$ cat config.mk
export PLATFORM = sky130hd
export DESIGN_NAME = mem_arbiter
export DESIGN_NICKNAME = d
export VERILOG_FILES = /design/src/rtl/mem_arbiter_pkg.sv /design/src/rtl/mem_arb_counter.sv /design/src/rtl/mem_arbiter.sv
export SDC_FILE = /design/constraint.sdc
export NUM_CORES = 1
export LEC_CHECK = 0
export BUFFER_PORTS_ARGS = -buffer_cell sky130_fd_sc_hd__buf_4
export CAP_MARGIN = 20
export CORE_ASPECT_RATIO = 0.5
export CORE_MARGIN = 10
export CORE_UTILIZATION = 48
export CTS_BUF_LIST = sky130_fd_sc_hd__clkbuf_8 sky130_fd_sc_hd__clkbuf_16
export CTS_CLUSTER_DIAMETER = 30
export DETAILED_ROUTE_END_ITERATION = 8
export GPL_TIMING_DRIVEN = 0
export PLACE_DENSITY = 0.89
export SYNTH_ARGS = -nofsm -noshare
export SYNTH_HDL_FRONTEND = slang
export SYNTH_HIERARCHICAL = 1
export SYNTH_SLANG_ARGS = --single-unit
$ cat constraint.sdc
create_clock -name clk -period 3.6 [get_ports clk]
set_input_delay 0.36 -clock clk [delete_from_list [all_inputs] [get_ports clk]]
set_output_delay 0.36 -clock clk [all_outputs]
set_load 0.01 [all_outputs]
$ cat src/rtl/mem_arbiter_pkg.sv
// mem_arbiter_pkg: shared encodings and default constants
// for the IF/MA single-port memory arbiter.
package mem_arbiter_pkg;

    typedef enum logic [1:0] {
        ST_IDLE  = 2'd0,
        ST_ISSUE = 2'd1,
        ST_WAIT  = 2'd2,
        ST_DONE  = 2'd3
    } arb_state_e;

    typedef enum logic {
        OWN_IF = 1'b0,
        OWN_MA = 1'b1
    } owner_e;

    localparam int DEF_ADDR_W     = 24;
    localparam int DEF_DATA_W     = 24;
    localparam int DEF_LATENCY    = 2;
    localparam int DEF_STARVE_MAX = 4;
    localparam int CNT_W          = 4;

endpackage

$ cat src/rtl/mem_arb_counter.sv
// mem_arb_counter: loadable down-counter with zero flag; sat_i
// selects whether it holds at zero instead of wrapping.
module mem_arb_counter
    import mem_arbiter_pkg::*;
#(
    parameter logic [CNT_W-1:0] RST_VAL = '0
) (
    input  logic             clk,
    input  logic             rst,
    input  logic             load_i,
    input  logic [CNT_W-1:0] load_val_i,
    input  logic             dec_i,
    input  logic             sat_i,
    output logic             zero_o
);

    logic [CNT_W-1:0] cnt_q, cnt_d;

    always_comb begin
        cnt_d = cnt_q;
        if (load_i) begin
            cnt_d = load_val_i;
        end else if (dec_i && !(sat_i && cnt_q == '0)) begin
            cnt_d = cnt_q - 1'b1;
        end
    end

    always_ff @(posedge clk or posedge rst) begin
        if (rst) begin
            cnt_q <= RST_VAL;
        end else begin
            cnt_q <= cnt_d;
        end
    end

    assign zero_o = (cnt_q == '0);

endmodule

$ cat src/rtl/mem_arbiter.sv
// mem_arbiter: arbitrates IF fetches and MA loads/stores onto a
// single-port memory with fixed read latency.
module mem_arbiter
    import mem_arbiter_pkg::*;
#(
    parameter int ADDR_W     = DEF_ADDR_W,
    parameter int DATA_W     = DEF_DATA_W,
    parameter int LATENCY    = DEF_LATENCY,
    parameter int STARVE_MAX = DEF_STARVE_MAX
) (
    input  logic              clk,
    input  logic              rst,
    input  logic              if_req,
    input  logic [ADDR_W-1:0] if_addr,
    output logic              if_done,
    output logic [DATA_W-1:0] if_rdata,
    input  logic              ma_req,
    input  logic              ma_we,
    input  logic [ADDR_W-1:0] ma_addr,
    input  logic [DATA_W-1:0] ma_wdata,
    output logic              ma_done,
    output logic [DATA_W-1:0] ma_rdata,
    output logic              stall_if,
    output logic              stall_ma,
    output logic              mem_req,
    output logic              mem_we,
    output logic [ADDR_W-1:0] mem_addr,
    output logic [DATA_W-1:0] mem_wdata,
    input  logic [DATA_W-1:0] mem_rdata
);

    arb_state_e        st_q, st_d;
    owner_e            own_q, own_d;
    logic              we_q, we_d;
    logic [ADDR_W-1:0] addr_q, addr_d;
    logic [DATA_W-1:0] wdata_q, wdata_d;
    logic [DATA_W-1:0] if_rdata_q, if_rdata_d;
    logic [DATA_W-1:0] ma_rdata_q, ma_rdata_d;
    logic              grant_if, grant_ma;
    logic              wait_zero, starve_zero;

    // Starvation is tracked as remaining MA credit: zero forces IF.
    mem_arb_counter #(
        .RST_VAL(CNT_W'(STARVE_MAX))
    ) u_starve (
        .clk       (clk),
        .rst       (rst),
        .load_i    (grant_if || (st_q == ST_IDLE && !if_req)),
        .load_val_i(CNT_W'(STARVE_MAX)),
        .dec_i     (grant_ma && if_req),
        .sat_i     (1'b1),
        .zero_o    (starve_zero)
    );

    mem_arb_counter u_wait (
        .clk       (clk),
        .rst       (rst),
        .load_i    (st_q == ST_ISSUE),
        .load_val_i(CNT_W'(LATENCY - 1)),
        .dec_i     (st_q == ST_WAIT),
        .sat_i     (1'b0),
        .zero_o    (wait_zero)
    );

    always_comb begin
        st_d       = st_q;
        own_d      = own_q;
        we_d       = we_q;
        addr_d     = addr_q;
        wdata_d    = wdata_q;
        if_rdata_d = if_rdata_q;
        ma_rdata_d = ma_rdata_q;
        grant_if   = 1'b0;
        grant_ma   = 1'b0;
        unique case (st_q)
            ST_IDLE: begin
                grant_ma = ma_req && !(if_req && starve_zero);
                grant_if = if_req && !grant_ma;
                if (grant_ma) begin
                    own_d   = OWN_MA;
                    we_d    = ma_we;
                    addr_d  = ma_addr;
                    wdata_d = ma_wdata;
                    st_d    = ST_ISSUE;
                end else if (grant_if) begin
                    own_d   = OWN_IF;
                    we_d    = 1'b0;
                    addr_d  = if_addr;
                    wdata_d = '0;
                    st_d    = ST_ISSUE;
                end
            end
            ST_ISSUE: st_d = ST_WAIT;
            ST_WAIT: begin
                if (wait_zero) begin
                    st_d = ST_DONE;
                    if (own_q == OWN_IF) begin
                        if_rdata_d = mem_rdata;
                    end else if (!we_q) begin
                        ma_rdata_d = mem_rdata;
                    end
                end
            end
            ST_DONE: st_d = ST_IDLE;
            default: st_d = ST_IDLE;
        endcase
    end

    always_ff @(posedge clk or posedge rst) begin
        if (rst) begin
            st_q       <= ST_IDLE;
            own_q      <= OWN_IF;
            we_q       <= 1'b0;
            addr_q     <= '0;
            wdata_q    <= '0;
            if_rdata_q <= '0;
            ma_rdata_q <= '0;
        end else begin
            st_q       <= st_d;
            own_q      <= own_d;
            we_q       <= we_d;
            addr_q     <= addr_d;
            wdata_q    <= wdata_d;
            if_rdata_q <= if_rdata_d;
            ma_rdata_q <= ma_rdata_d;
        end
    end

    assign mem_req   = (st_q == ST_ISSUE);
    assign mem_we    = mem_req && we_q;
    assign mem_addr  = mem_req ? addr_q : '0;
    assign mem_wdata = mem_req ? wdata_q : '0;

    assign if_done  = (st_q == ST_DONE) && (own_q == OWN_IF);
    assign ma_done  = (st_q == ST_DONE) && (own_q == OWN_MA);
    assign if_rdata = if_rdata_q;
    assign ma_rdata = ma_rdata_q;
    assign stall_if = if_req && !if_done;
    assign stall_ma = ma_req && !ma_done;

endmodule

Yosys cells after proc, flatten, opt, wreduce, memory -nomap -nowiden

Cells that the tools add are included.

Register bits: 108
Latch bits: 0
RAM bits: 0
Bits in read-only memories: 0
Bits of input ports: 101
Logic and storage cells: 65
Memories kept: 0

$add $sub $neg: 2
$mul: 0
Div/mod/pow operators: 0
Order comparisons: 0
Equality and inequality tests: 5
Shift-type cells: 0
Mux-type cells: 19
Bitwise gates (word level): 2
Reductions and logical operators: 28

Operator list:

| kind                  | number |
|---|---|
| $mux W24              | 6 |
| $mux W4               | 4 |
| $logic_and A1 B1 Y1   | 11 |
| $logic_not A4 Y1      | 2 |
| $pmux W2 S4           | 1 |
| $sub A4 B1 Y4 const B | 2 |
| $logic_not A1 Y1      | 6 |
| $mux W2               | 3 |
| $reduce_bool A2 Y1    | 3 |
| $mux W1               | 5 |
| $eq A2 B2 Y1 const B  | 2 |
| $reduce_and A2 Y1     | 2 |
| $reduce_and A4 Y1     | 1 |
| $ne A3 B1 Y1 const B  | 1 |
| $reduce_and A3 Y1     | 1 |
| $eq A2 B1 Y1 const B  | 1 |
| $logic_not A2 Y1      | 1 |
| $ne A2 B2 Y1 const B  | 1 |
| $not A1 Y1            | 2 |
| $logic_or A1 B1 Y1    | 1 |

Depth between registers and ports, before layout

Gate-level depths: netlist of run 1.

Depth after elaboration: 9
Mapped depth: 10

Modules after synthesis

Netlist of run 1, hierarchy kept.

By module, submodules not included:

| module                     | instances | cells each | area an instance (um2) | sequential area each (um2) |
|---|---|---|---|---|
| mem_arbiter                | 1         | 371        | 4,340.4                | 2,502.4 |
| mem_arb_counter (u_starve) | 1         | 31         | 294.0                  | 101.3 |
| mem_arb_counter (u_wait)   | 1         | 31         | 292.8                  | 100.1 |

Least setup slack after synthesis of run 1

No wires, ideal clock.

Kind: reg-to-reg
Start point: register u_starve.cnt_q[0]
End point: register u_starve.cnt_q[0]
Setup time: 146 ps
Arrival time: 2,106 ps
Required time: 3,454 ps
Setup slack: 1,348 ps
Stages on the path, launching flop included: 11
Path buffers: 2
Clock period less this slack: 2,252 ps
Cell sequence: dfrtp_1 inv_1 ha_1 nor3b_1 a21boi_4 buf_2 a21boi_0 clkbuf_1 nor3b_1 mux2i_1 o311ai_0

Cells in the longest elaborated chain, start to end: 9
Elaborated cells between the ends (all ways): 16
Those cells by class: add/sub: 1; mux: 4; reduce/logical: 11

Ends and longest elaborated chain:

| item                                                 | line                  | RTL |
|---|---|---|
| start: declaration                                   | mem_arb_counter.sv:17 | `logic [CNT_W-1:0] cnt_q, cnt_d;` |
| start signal: assignment                             | mem_arb_counter.sv:32 | `cnt_q <= cnt_d;` |
| $logic_not A4 Y1 (*)                                 | mem_arb_counter.sv:36 | `assign zero_o = (cnt_q == '0);` |
| named net starve_zero                                | mem_arbiter.sv:40     | `logic wait_zero, starve_zero;` |
| $logic_and A1 B1 Y1                                  | mem_arbiter.sv:77     | `grant_ma = ma_req && !(if_req && starve_zero);` |
| $logic_not A1 Y1                                     | mem_arbiter.sv:77     |  |
| $logic_and A1 B1 Y1                                  | mem_arbiter.sv:77     |  |
| $logic_not A1 Y1                                     | mem_arbiter.sv:78     | `grant_if = if_req && !grant_ma;` |
| $logic_and A1 B1 Y1                                  | mem_arbiter.sv:78     |  |
| $mux W1                                              | mem_arbiter.sv:75     | `unique case (st_q)` |
| $logic_or A1 B1 Y1                                   | mem_arbiter.sv:48     | `.load_i (grant_if \|\| (st_q == ST_IDLE && !if_req)),` |
| $mux W4 / $reduce_bool A2 Y1 (equally long branches) | -                     |  |

The timed path passes the listed nets; every way through them passes the cells marked *. The select of a mux whose other input is x is not followed.
A chain may end at the register's enable or synchronous reset.

Final worst setup path of run 1

Same ends and word-level chain as after synthesis.

==> results of run 1 <==
## layout by cell type (no fill, tap or decap), drive strengths merged, types with 4 or more instances in the layout
master / synthesis / routed
o21ai: 5 / 5
mux2: 49 / 49
a21oi: 57 / 57
buf: 14 / 216
nor3b: 5 / 5
conb: 2 / 14
nor2b: 7 / 7
dfrtp: 107 / 107
a22o: 25 / 25
nand2: 32 / 32
mux2i: 4 / 4
nor2: 24 / 24
ha: 7 / 7
clkbuf: 12 / 23
inv: 12 / 14
and2: 51 / 51
## cells by family after synthesis
family | Yosys count
mux | 53
fa+ha+maj | 7
simple gates | 126
compound gates | 99
buf+inv | 38
flops | 108
other cells | 2
## state kept, by name (all words and copies together) (netlist names)
| signal | count |
|---|---|
| addr_q | 24 |
| wdata_q | 24 |
| u_starve/cnt_q | 4 |
| if_rdata | 24 |
| ma_rdata | 24 |
| we_q | 1 |
| u_wait/cnt_q | 4 |
| own_q | 1 |
| st_q | 2 |
## timing repair
action	4_1_cts	5_1_grt
endpoints found under the setup margin	0	0
hold buffers	1	0
endpoints found under the hold margin	7	0
## layer usage
metal / GRT usage / part of all wire / vias up
met5: 0 / 0 / -
met4: 0.0836 / 0.040 / 0
met3: 0.0535 / 0.042 / 39
met2: 0.372 / 0.58 / 100
met1: 0.188 / 0.34 / 2059
li1: - / - / 1922
## layout make-up
class                   instances  share of cell area
inverters                      12             0.00681
clock inverters                 5             0.00412
clock buffers                  11              0.0362
repair buffers                203               0.222
plain buffers                  26              0.0186
flip-flops and latches        108               0.387
multi-input cells             299               0.300
well taps                     140              0.0251
## synth_stat cells, types with 2 or more instances
master     number
ha_1            7
buf_2          11
a31o_1          2
buf_6           2
mux2_2         49
o21ai_1         5
nand2_1        32
a211o_1         2
mux2i_1         4
nor4b_2         2
conb_1          2
clkbuf_1       12
nand4bb_4       2
inv_1          12
nor2_1         24
o311ai_0        2
nor3b_1         5
a21oi_1        57
dfrtp_1       107
and2_1         51
a22o_1         25
nor2b_1         7
## critical path, cell delays in order, from the launching register on
cell	delay [ns]
dfrtp_1	0.41
inv_1	0.08
ha_1	0.25
nor3b_1	0.48
a21boi_4	0.18
buf_2	0.24
a21boi_0	0.18
clkbuf_1	0.34
nor3b_1	0.09
mux2i_1	0.13
o311ai_0	0.13
## power breakdown
part	switching (mW)	leakage [nW]	internal, mW	total [mW]
clock	0.428	0.144	0.503	0.931
sequential	0.329	1.28	1.81	2.14
combinational	1.27	1.99	1.38	2.65
total	2.03	3.41	3.69	5.72
## final timing paths
path                              startpoint           endpoint  slack, ns  cells past startpoint
setup / recovery           u_starve/cnt_q[0]  u_starve/cnt_q[0]       0.94                     10
hold / removal                   ma_wdata[1]         wdata_q[1]       0.23                      2
setup reg to reg           u_starve/cnt_q[0]  u_starve/cnt_q[0]       0.94                     10
hold reg to reg                   wdata_q[4]         wdata_q[4]       0.50                      1
max in group asynchronous                rst       if_rdata[14]       2.32                      4
min in group asynchronous                rst    u_wait/cnt_q[3]       0.48                      3
## metrics by stage
step / total power, mW / std cells / utilization
2_1_floorplan: 3.58 / 445 / -
3_3_place_gp: 4.69 / 786 / 0.658
3_5_place_dp: 4.83 / 787 / 0.661
4_1_cts: 5.77 / 804 / 0.690
5_1_grt: 6.11 / 804 / 0.690
6_report: 5.72 / 804 / 0.690
==> reports/qor.txt, run 1 <==
Final min period: 2.66 ns
Core box area: 10100 sq um
Post-synthesis cell type count: 33
Post-CTS setup buffer count: 0
Number of global-route vias before repair: 4408
Crit Path Category: reg2reg
Post-synthesis cell count: 433
Die X: 163 um
DP Area: 6690 sq um
First-pass GRT wire length: 23100 um
Drc violations: 0
Routed wire length: 14700 um
Synth Area in Adders: 0.0178
IO Count: 203
Max-cap viol count: 0
Pin count of the biggest net entering global routing: 75
Synth Area in XOR/XNOR: 0
Part of the Yosys area used for sequential elements: 0.549
NumNets Final: 767
Critical Path Start Type: flip-flop
Max Fclk: 376 MHz
Via Count: 4120
Insertion delay to the later sink of the worst-skew pair: 0.34 ns
Synth warn: 6
Synth Register Bits: 108
Largest family of logic cells by synthesized area: simple AND/OR/NAND/NOR gates
Final Cycle Share: 0.738
Post-route ant nets: 0
Fin. Hold Viols: 0
Sequential cell area: 2700 sq um
Clk slew on worst S/H paths: 0.07 ns
Post-synth EDFFs: 0
Mux cell area share after synthesis: 0.120
DP Worst Slack: 0.992 ns
Synth area leader: dfrtp_1
H-tree Lvls: 3
CTS tree: yes
DP HPWL: 11500 um
Fin Hold WS: 0.232 ns
Multi-input gate area: 2090 sq um
Clock buffer depth: 2
P&R area growth vs syn: 41.6%
Port bufs: 201
Status: completed
CP Max Fanout: 10
Critical path required time: 3.80 ns
Async S/R FF share, synth: 1.00
Setup TNS Final: 0 ns
Via-per-instance ratio: 5.12
Leakage Power: 3.41 nW
Syn_area_per_cell: 11.4 sq um
Antenna cells: 0
DIE AREA: 15000 sq um
GR Util All Layers: 0.192
Fillers: 746
WP data arrival: 2.85 ns
DR pass1 iterations: 4
Setup crit end kind: flip-flop
Post-DR wirelength/cell: 18.3 um
Main synth FF type: dfrtp_1
CTS Sinks: 108
Die height: 91.6 um
Clock root cell: clkbuf_16
Hold crit path type: in2reg
Layout cells sized above 1: 0.431
Setup ws final: 0.943 ns
Slew Limit Fails: 0
Peak VDD IR: 0.000486 V
CTS buffer count: 9
Grt total ovfl: 0
Finished Cell Area: 6980 sq um
Worst slew pin tran: 0.513 ns
Post-synthesis instance area: 4930 sq um
Gpl congestion: 0.831
DRT iter0 DRCs: 181
Post-synth top area share: 0.543
PD cells: 820 nW/um^2
Skew final: 0.00977 ns
Number of antenna violations at the first check in global routing: 0
Post-synthesis compound-gate area fraction: 0.131
Initial core utilization: 0.487
Row count: 26
Post-cts resize count: 0
Simple-gate share of the synthesized area: 0.146
RSZ-0062 raised after global routing: false
Synth top area cells: dfrtp_1 54%, mux2_2 11%, and2_1 6.5%, a21oi_1 5.8%, a22o_1 4.4%
# setup viols final: 0
Relative slew slack: 0.657
Note: power is estimated with default switching activity, not from simulation.
==> inputs of run 2 (changes only) <==
==> constraint.sdc (replaced) <==
create_clock -name clk -period 2.6 [get_ports clk]
set_input_delay 0.26 -clock clk [delete_from_list [all_inputs] [get_ports clk]]
set_output_delay 0.26 -clock clk [all_outputs]
set_load 0.01 [all_outputs]
==> run 2 against run 1 <==
  * Critical path depth is 4 lower
  * Highest routed layer unchanged
  * Clock-buffer cell count is 1 lower
  * Critical path type unchanged
  * Final cell count is 0.37% higher
  * Worst setup slack worse by 0.70 ns
  * Clock skew is 0.0026 ns lower
==> reports/qor.txt, run 2 (synthesized netlist as in run 1, its figures left out) <==
Status: completed
Crit path cell chain: inv_1, ha_1, nor3b_1, nand4b_1, buf_2, mux2_2
Pin count of the biggest net entering global routing: 35
DIE AREA: 15000 sq um
Die height: 91.6 um
Number of global-route vias before repair: 4529
Peak VDD IR: 0.000638 V
Met1 Track Usage GR: 0.205
R2R Path End: ma_rdata[9]
Post-route ant nets: 0
Critical Path Start Type: flip-flop
Setup TNS Final: 0 ns
Slowest stage cell, crit path: nand4b_1
Core box area: 10100 sq um
Setup ws final: 0.240 ns
Final min period: 2.36 ns
Gpl congestion: 0.864
Met2 Use GR: 0.369
First-pass GRT wire length: 23700 um
Final Cycle Share: 0.908
Leakage Power: 3.45 nW
DRT iter0 DRCs: 211
Clock root cell: clkbuf_16
Slew Limit Fails: 0
Hold crit path type: in2reg
Grt total ovfl: 0
CP Max Fanout: 10
Cell Count, Final, Fillers Out: 807
CTS tree: yes
Hold EP: wdata_q[6]
RSZ-0062 raised after global routing: false
NumNets Final: 770
Worst R2R Setup Slack: 0.24 ns
Row count: 26
PD cells: 1150 nW/um^2
Crit Path Category: reg2reg
Clk slew on worst S/H paths: 0.07 ns
Routed wire length: 15000 um
Max Fclk: 424 MHz
DP HPWL: 11700 um
GR Util All Layers: 0.198
Post-DR wirelength/cell: 18.6 um
Layout cells sized above 1: 0.442
Final Core Density: 0.700
Via-per-instance ratio: 5.13
# setup viols final: 0
Fin. Hold Viols: 0
WP data arrival: 2.59 ns
Critical path required time: 2.83 ns
Antenna cells: 0
Bufs and invs on worst path: 2
Hold_sp: ma_wdata[6]
Worst Reg-to-Reg Cells: 6
Number of antenna violations at the first check in global routing: 0
RR Startpoint: u_wait/cnt_q[0]
CTS Sinks: 108
Critical Path Max Stage Delay: 0.42 ns
P&R area growth vs syn: 43.7%
Via Count: 4138
Initial core utilization: 0.487
Setup crit end kind: flip-flop
IO Count: 203
Crit-path leading delay family: simple AND/OR/NAND/NOR gates
Grt met3 use: 0.0446
Commonest non-fill, non-tap cell in the layout: buf_4
DR pass1 iterations: 4
Most frequent cells in the layout: 204 x buf_4, 107 x dfrtp_1, 57 x a21oi_1, 51 x and2_1, 49 x mux2_2
Drc violations: 0
H-tree Lvls: 3
Clock buffer depth: 2
Hold Path Depth: 2
Port bufs: 201
DP Worst Slack: -0.0789 ns
Gr busiest metal: met2
Die X: 163 um
Insertion delay to the later sink of the worst-skew pair: 0.35 ns
Skew final: 0.00719 ns
Placed insts: 789
CTS buffer count: 9
Max-cap viol count: 0
run 2: changes by cell type in the layout (fill, tap and decap cells not counted), sizes merged:
| cell | change |
|---|---|
| buf | +3 |
| bufinv | +2 |
| clkbuf | -1 |
| clkinv | +2 |
| inv | -3 |
run 2: cell type report:
cell class | count | area [sq um]
fillers | 726 | 3040
flip-flops and latches | 108 | 2700
multi-input cells | 299 | 2110
repair buffers | 206 | 1590
clock buffers | 10 | 239
well taps | 140 | 175
plain buffers | 26 | 135
clock inverters | 6 | 87.6
inverters | 12 | 48.8
run 2: per-stage QoR:
stage / total power [mW] / area, sq um / hold WS [ns]
final: 8.15 / 7080 / 0.127
after CTS: 8.20 / 7060 / 0.121
after floorplan: 4.95 / 4980 / 0.0254
after global placement: 6.50 / 6660 / 0.182
after detailed placement: 6.69 / 6720 / 0.183
after global routing: 8.67 / 7080 / 0.124
run 2: worst max path at each step:
| stage | startpoint | slack (ns) | cells past startpoint | to |
|---|---|---|---|---|
| 2_1_floorplan | u_starve/cnt_q[0] | 0.35 | 10 | u_starve/cnt_q[0] |
| 3_3_place_gp | u_starve/cnt_q[0] | 0.03 | 10 | u_starve/cnt_q[0] |
| 3_5_place_dp | u_starve/cnt_q[0] | -0.08 | 10 | u_starve/cnt_q[0] |
| 4_1_cts | u_starve/cnt_q[0] | 0.06 | 10 | u_starve/cnt_q[0] |
| 5_1_grt | u_wait/cnt_q[0] | 0.01 | 6 | ma_rdata[15] |
| 6_report | u_wait/cnt_q[0] | 0.24 | 6 | ma_rdata[9] |
run 2: per-layer routing:
layer / up-vias / wire length (um)
li1: 1932 / -
met1: 2036 / 5450
met2: 123 / 8300
met3: 47 / 628
met4: 0 / 666
met5: - / 0
run 2: timing repair:
item                                   4_1_cts  5_1_grt
gates cloned                                 0        0
endpoints found under the hold margin       15        0
setup buffers                                0        1
hold buffers                                 1        0
resized for setup                            1        8
setup endpoints to repair                    1        3
pin swaps                                    0        1
run 2: power breakdown:
part / switching, mW / internal (mW) / total (mW)
combinational: 1.76 / 1.93 / 3.69
clock: 0.608 / 0.870 / 1.48
sequential: 0.474 / 2.51 / 2.98
total: 2.84 / 5.31 / 8.15
